`src/rtl/fifo_buffer_ram.sv`:
```
// Storage-side responder for a FIFO controller: word store, registered read port and pointer-traffic checking.
// Optional macro FIFO_RAM_OREG_EN adds a second output register stage (read latency 2).
module fifo_buffer_ram #(
    parameter int DATA_WIDTH = 8,
    parameter int DEPTH      = 32,
    parameter int PTR_WIDTH  = 6
) (
    input  logic                  clk,
    input  logic                  rst,
    input  logic                  wr_en,
    input  logic [PTR_WIDTH-1:0]  wr_ptr,
    input  logic [DATA_WIDTH-1:0] wr_data,
    input  logic                  rd_en,
    input  logic [PTR_WIDTH-1:0]  rd_ptr,
    output logic [DATA_WIDTH-1:0] rd_data,
    output logic                  rd_valid,
    output logic                  bypass,
    output logic [PTR_WIDTH-1:0]  level,
    output logic                  ovf_err,
    output logic                  udf_err,
    output logic                  ptr_err
);

    localparam int ADDR_WIDTH = PTR_WIDTH - 1;

    logic [DATA_WIDTH-1:0] mem [DEPTH];

    logic [PTR_WIDTH-1:0]  occ;
    logic [ADDR_WIDTH-1:0] wr_addr;
    logic [ADDR_WIDTH-1:0] rd_addr;
    logic                  empty;
    logic                  full;
    logic                  fwd;
    logic                  rd_accept;
    logic                  wr_accept;
    logic                  ovf_hit;
    logic                  udf_hit;

    // Pointer difference wraps modulo 2^PTR_WIDTH; the MSB disambiguates full from empty.
    assign occ       = wr_ptr - rd_ptr;
    assign wr_addr   = wr_ptr[ADDR_WIDTH-1:0];
    assign rd_addr   = rd_ptr[ADDR_WIDTH-1:0];
    assign empty     = (occ == '0);
    assign full      = (occ == PTR_WIDTH'(DEPTH));
    assign fwd       = wr_en & rd_en & empty;
    assign rd_accept = rd_en & ~empty;
    assign ovf_hit   = wr_en & full & ~rd_en;
    assign udf_hit   = rd_en & empty & ~wr_en;
    assign wr_accept = wr_en & ~ovf_hit;

    // NOTE: the storage array has no reset; clearing it would turn the RAM into a flop bank.
    always_ff @(posedge clk) begin
        if (wr_accept) begin
            mem[wr_addr] <= wr_data;
        end
    end

    logic [DATA_WIDTH-1:0] s1_data;
    logic                  s1_valid;
    logic                  s1_bypass;

    // NOTE: sequential state uses non-blocking assignments so every flop samples pre-edge values.
    always_ff @(posedge clk or negedge rst) begin
        if (!rst) begin
            s1_data   <= '0;
            s1_valid  <= 1'b0;
            s1_bypass <= 1'b0;
            level     <= '0;
            ovf_err   <= 1'b0;
            udf_err   <= 1'b0;
            ptr_err   <= 1'b0;
        end else begin
            s1_valid  <= rd_accept | fwd;
            s1_bypass <= fwd;
            if (fwd) begin
                s1_data <= wr_data;
            end else if (rd_accept) begin
                // Same-address full collision reads the old word: the write lands at this same edge.
                s1_data <= mem[rd_addr];
            end
            level   <= occ;
            ovf_err <= ovf_hit;
            udf_err <= udf_hit;
            if (occ > PTR_WIDTH'(DEPTH)) begin
                ptr_err <= 1'b1;
            end
        end
    end

`ifdef FIFO_RAM_OREG_EN
    logic [DATA_WIDTH-1:0] s2_data;
    logic                  s2_valid;
    logic                  s2_bypass;

    always_ff @(posedge clk or negedge rst) begin
        if (!rst) begin
            s2_data   <= '0;
            s2_valid  <= 1'b0;
            s2_bypass <= 1'b0;
        end else begin
            s2_data   <= s1_data;
            s2_valid  <= s1_valid;
            s2_bypass <= s1_bypass;
        end
    end

    assign rd_data  = s2_data;
    assign rd_valid = s2_valid;
    assign bypass   = s2_bypass;
`else
    assign rd_data  = s1_data;
    assign rd_valid = s1_valid;
    assign bypass   = s1_bypass;
`endif

endmodule

```
`config.mk`:
```
export PLATFORM = sky130hd
export DESIGN_NAME = fifo_buffer_ram
export DESIGN_NICKNAME = d
export VERILOG_FILES = /design/src/rtl/fifo_buffer_ram.sv
export SDC_FILE = /design/constraint.sdc
export NUM_CORES = 1
export LEC_CHECK = 0
export BUFFER_PORTS_ARGS = -buffer_cell sky130_fd_sc_hd__buf_2
export CAP_MARGIN = 15
export CORE_MARGIN = 2
export CORE_UTILIZATION = 35
export CTS_CLUSTER_SIZE = 30
export DETAILED_ROUTE_END_ITERATION = 6
export PLACE_DENSITY_LB_ADDON = 0.12
export SYNTH_ARGS = -nofsm -noshare
export SYNTH_HDL_FRONTEND = slang
export SYNTH_SLANG_ARGS = --single-unit
```
`constraint.sdc`:
```
create_clock -name clk -period 1.66 [get_ports clk]
set_clock_uncertainty 0.2 [all_clocks]
set_input_delay 0.249 -clock clk [delete_from_list [all_inputs] [get_ports clk]]
set_output_delay 0.249 -clock clk [all_outputs]
set_load 0.005 [all_outputs]
```
==> metrics <==
run status complete, but fails checks; failing checks negative setup slack; CP Launch Type input pin; Final Util 44.3%; Crit Path Max Fanout 8; dpl ws -1.58 ns; Lkg Pwr 4.64 nW; Starting Density 35.7%; Cell Area, Synth 10,900 sq um; WL final 27.4 mm; first-pass GRT wire length 40.9 mm; nets 771; Cell Rows 64; clk buf depth 3; share of cells above drive strength 1 32.9%; vias in the first global route 6,384; min-delay worst type input pin to flip-flop; Least-Margin Pin Slew 0.775 ns; DR DRC count 0; Max VDD drop 0.706 mV; Max Cap Viol 0; number of antenna diodes 0; reg-to-reg slack, setup -0.40 ns; DPL Wire Length 18.8 mm; critical path class input pin to flip-flop; Worst Hold Slack 0.0277 ns; CTS H-tree depth 1; via count 6,045; pin count of the biggest net entering global routing 65; clk root buf clkbuf_16; synthesized instance count 597; Die W 181 um; GP Congestion 0.839; minimum clock period 2.49 ns; Via density 5.23; Die Span Y 181 um; GRT Total Usage 16.7%; grt total ovfl 0; final setup vio count 269; Num CTS Buffers 28; CTS Sinks 275; drt wl/cell 23.7 um; Worst EP required 1.76 ns; worst setup margin -0.826 ns; Crit. End Element flip-flop; Arr. time, crit path 2.59 ns; initial antenna violation count 0; #FFs+latches synth 275; synth warn 0; pwr dens 1080 nW/um^2; commonest non-fill, non-tap cell in the layout edfxtp_1; relative slew slack 48.0%; Peak Freq 402 MHz; total die area 32,700 sq um; most frequent cells in the layout 256 x edfxtp_1, 67 x buf_4, 66 x mux2i_1; clk slew on worst S/H paths 0.06 ns; max-slew violation count 0; Core ar. 30,700 sq um; synthesis-to-layout area growth 24.2%; Avg Synthesized Cell Area 18.3 sq um; Synth cell types 43; I/O pins 43; CTS tree built; drt first pass iters 4; Post-DRT Antenna Nets 0; Synthesized Nets 627; register area share after synthesis 74.6%; number of port buffers 42; initial drt markers 496; final hold vios 0; Tcrit/Tclk final 150%; unrepaired setup endpoints after global routing true; worst-skew pair later-pin latency 0.54 ns
-- layout make-up --
class	instances	area [sq um]
Inverter	12	62.6
Fill cell	2658	17100
Sequential cell	275	8160
Timing Repair Buffer	139	1160
Tap cell	396	495
Clock buffer	37	756
Multi-Input combinational cell	285	2900
Clock inverter	12	51.3
-- report_power, final --
| group | switching, W | total, W | internal [W] |
|---|---|---|---|
| combinational | 0.000722 | 0.00129 | 0.000571 |
| clock | 0.00248 | 0.00564 | 0.00316 |
| sequential | 0.0000505 | 0.00776 | 0.00771 |
-- timing repair --
item,CTS,global route
endpoints found under the setup margin,269,269
endpoints found under the hold margin,87,0
buffers inserted,3,1
resized for setup,53,5
hold buffers,14,0
pin swaps,12,12
-- per-stage QoR --
| step | setup TNS [ns] | area, sq um | power, W | instances |
|---|---|---|---|---|
| after detailed placement | -408.18 | 12400 | 0.00912 | 1090 |
| final | -192.82 | 13600 | 0.0147 | 1156 |
| after global routing | -199.33 | 13600 | 0.0152 | 1156 |
| after floorplan | -293.13 | 11100 | 0.00848 | 597 |
| after global placement | -400.18 | 12400 | 0.00911 | 1090 |
| after CTS | -187.10 | 13500 | 0.0148 | 1155 |
-- path summary, 6_finish.rpt --
kind                            start    endpoint  depth (start not counted)
max                         wr_ptr[0]   mem[8][1]                         12
min                        wr_data[7]  mem[31][7]                          1
max reg2reg                mem[31][0]  rd_data[0]                          5
min reg2reg                   ptr_err     ptr_err                          1
max in group asynchronous         rst     ovf_err                          3
min in group asynchronous         rst     udf_err                          3
-- metal layers --
metal | routed length [um] | up-vias | GRT usage [%]
met4 | 712 | 0 | 4.84
met5 | 0 | - | 0
met3 | 1320 | 47 | 2.80
met1 | 12400 | 3109 | 23.5
li1 | - | 2720 | -
met2 | 12900 | 169 | 27.0
-- cell families after synthesis --
logic type      Yosys count  share of synthesized area [%]
fa+ha+maj                 6                          0.755
mux                      97                           12.3
flops                   275                           74.6
xor+xnor                  4                          0.320
compound gates           68                           5.07
simple gates            110                           5.44
buf+inv                  37                           1.45
-- sequential cells by signal, indices dropped and copies added, names as in the netlist --
register	cells
mem	256
rd_data	8
level	6
bypass	1
ovf_err	1
ptr_err	1
rd_valid	1
udf_err	1
-- critical path: stages --
cell,delay (ns)
buf_12,0.09
inv_12,0.03
ha_4,0.14
fa_1,0.51
inv_2,0.05
or4_4,0.50
mux2i_4,0.23
o2111ai_4,0.18
or3b_4,0.31
buf_6,0.11
nor2_4,0.04
buf_12,0.13
-- cell usage after synthesis --
| cell type | count | area [sq um] |
|---|---|---|
| nand3_1 | 21 | 105 |
| clkbuf_1 | 11 | 41.3 |
| a31oi_1 | 2 | 12.5 |
| ha_1 | 5 | 62.6 |
| nor2b_1 | 3 | 18.8 |
| fa_1 | 1 | 20.0 |
| nand2b_1 | 2 | 12.5 |
| dfrtp_1 | 19 | 475 |
| xor2_1 | 1 | 8.76 |
| buf_4 | 1 | 7.51 |
| o21a_1 | 1 | 7.51 |
| o32ai_1 | 1 | 8.76 |
| a31o_1 | 1 | 8.76 |
| and2_1 | 2 | 12.5 |
| nand4b_1 | 9 | 78.8 |
| xnor2_1 | 3 | 26.3 |
| a2111oi_0 | 2 | 17.5 |
| a21boi_2 | 1 | 11.3 |
| o221a_2 | 7 | 78.8 |
| or3b_1 | 1 | 8.76 |
| a21oi_1 | 1 | 5.00 |
| mux2i_1 | 66 | 661 |
| nor2_1 | 40 | 150 |
| o221a_1 | 2 | 22.5 |
| nand4_1 | 10 | 62.6 |
| a22oi_1 | 47 | 353 |
| mux4_2 | 30 | 676 |
| or3_1 | 1 | 6.26 |
| nand2_1 | 4 | 15.0 |
| nand3b_1 | 2 | 15.0 |
| inv_1 | 12 | 45.0 |
| or4_1 | 1 | 7.51 |
| o2111ai_2 | 1 | 15.0 |
| o22ai_1 | 1 | 6.26 |
| o21bai_1 | 1 | 7.51 |
| nor2_2 | 8 | 50.1 |
| or2_1 | 1 | 6.26 |
| nor3_1 | 2 | 10.0 |
| and3_1 | 2 | 12.5 |
| edfxtp_1 | 256 | 7690 |
| buf_2 | 13 | 65.1 |
| mux2i_2 | 1 | 13.8 |
| nor4b_4 | 1 | 23.8 |
Note: power is estimated with default switching activity, not from simulation.
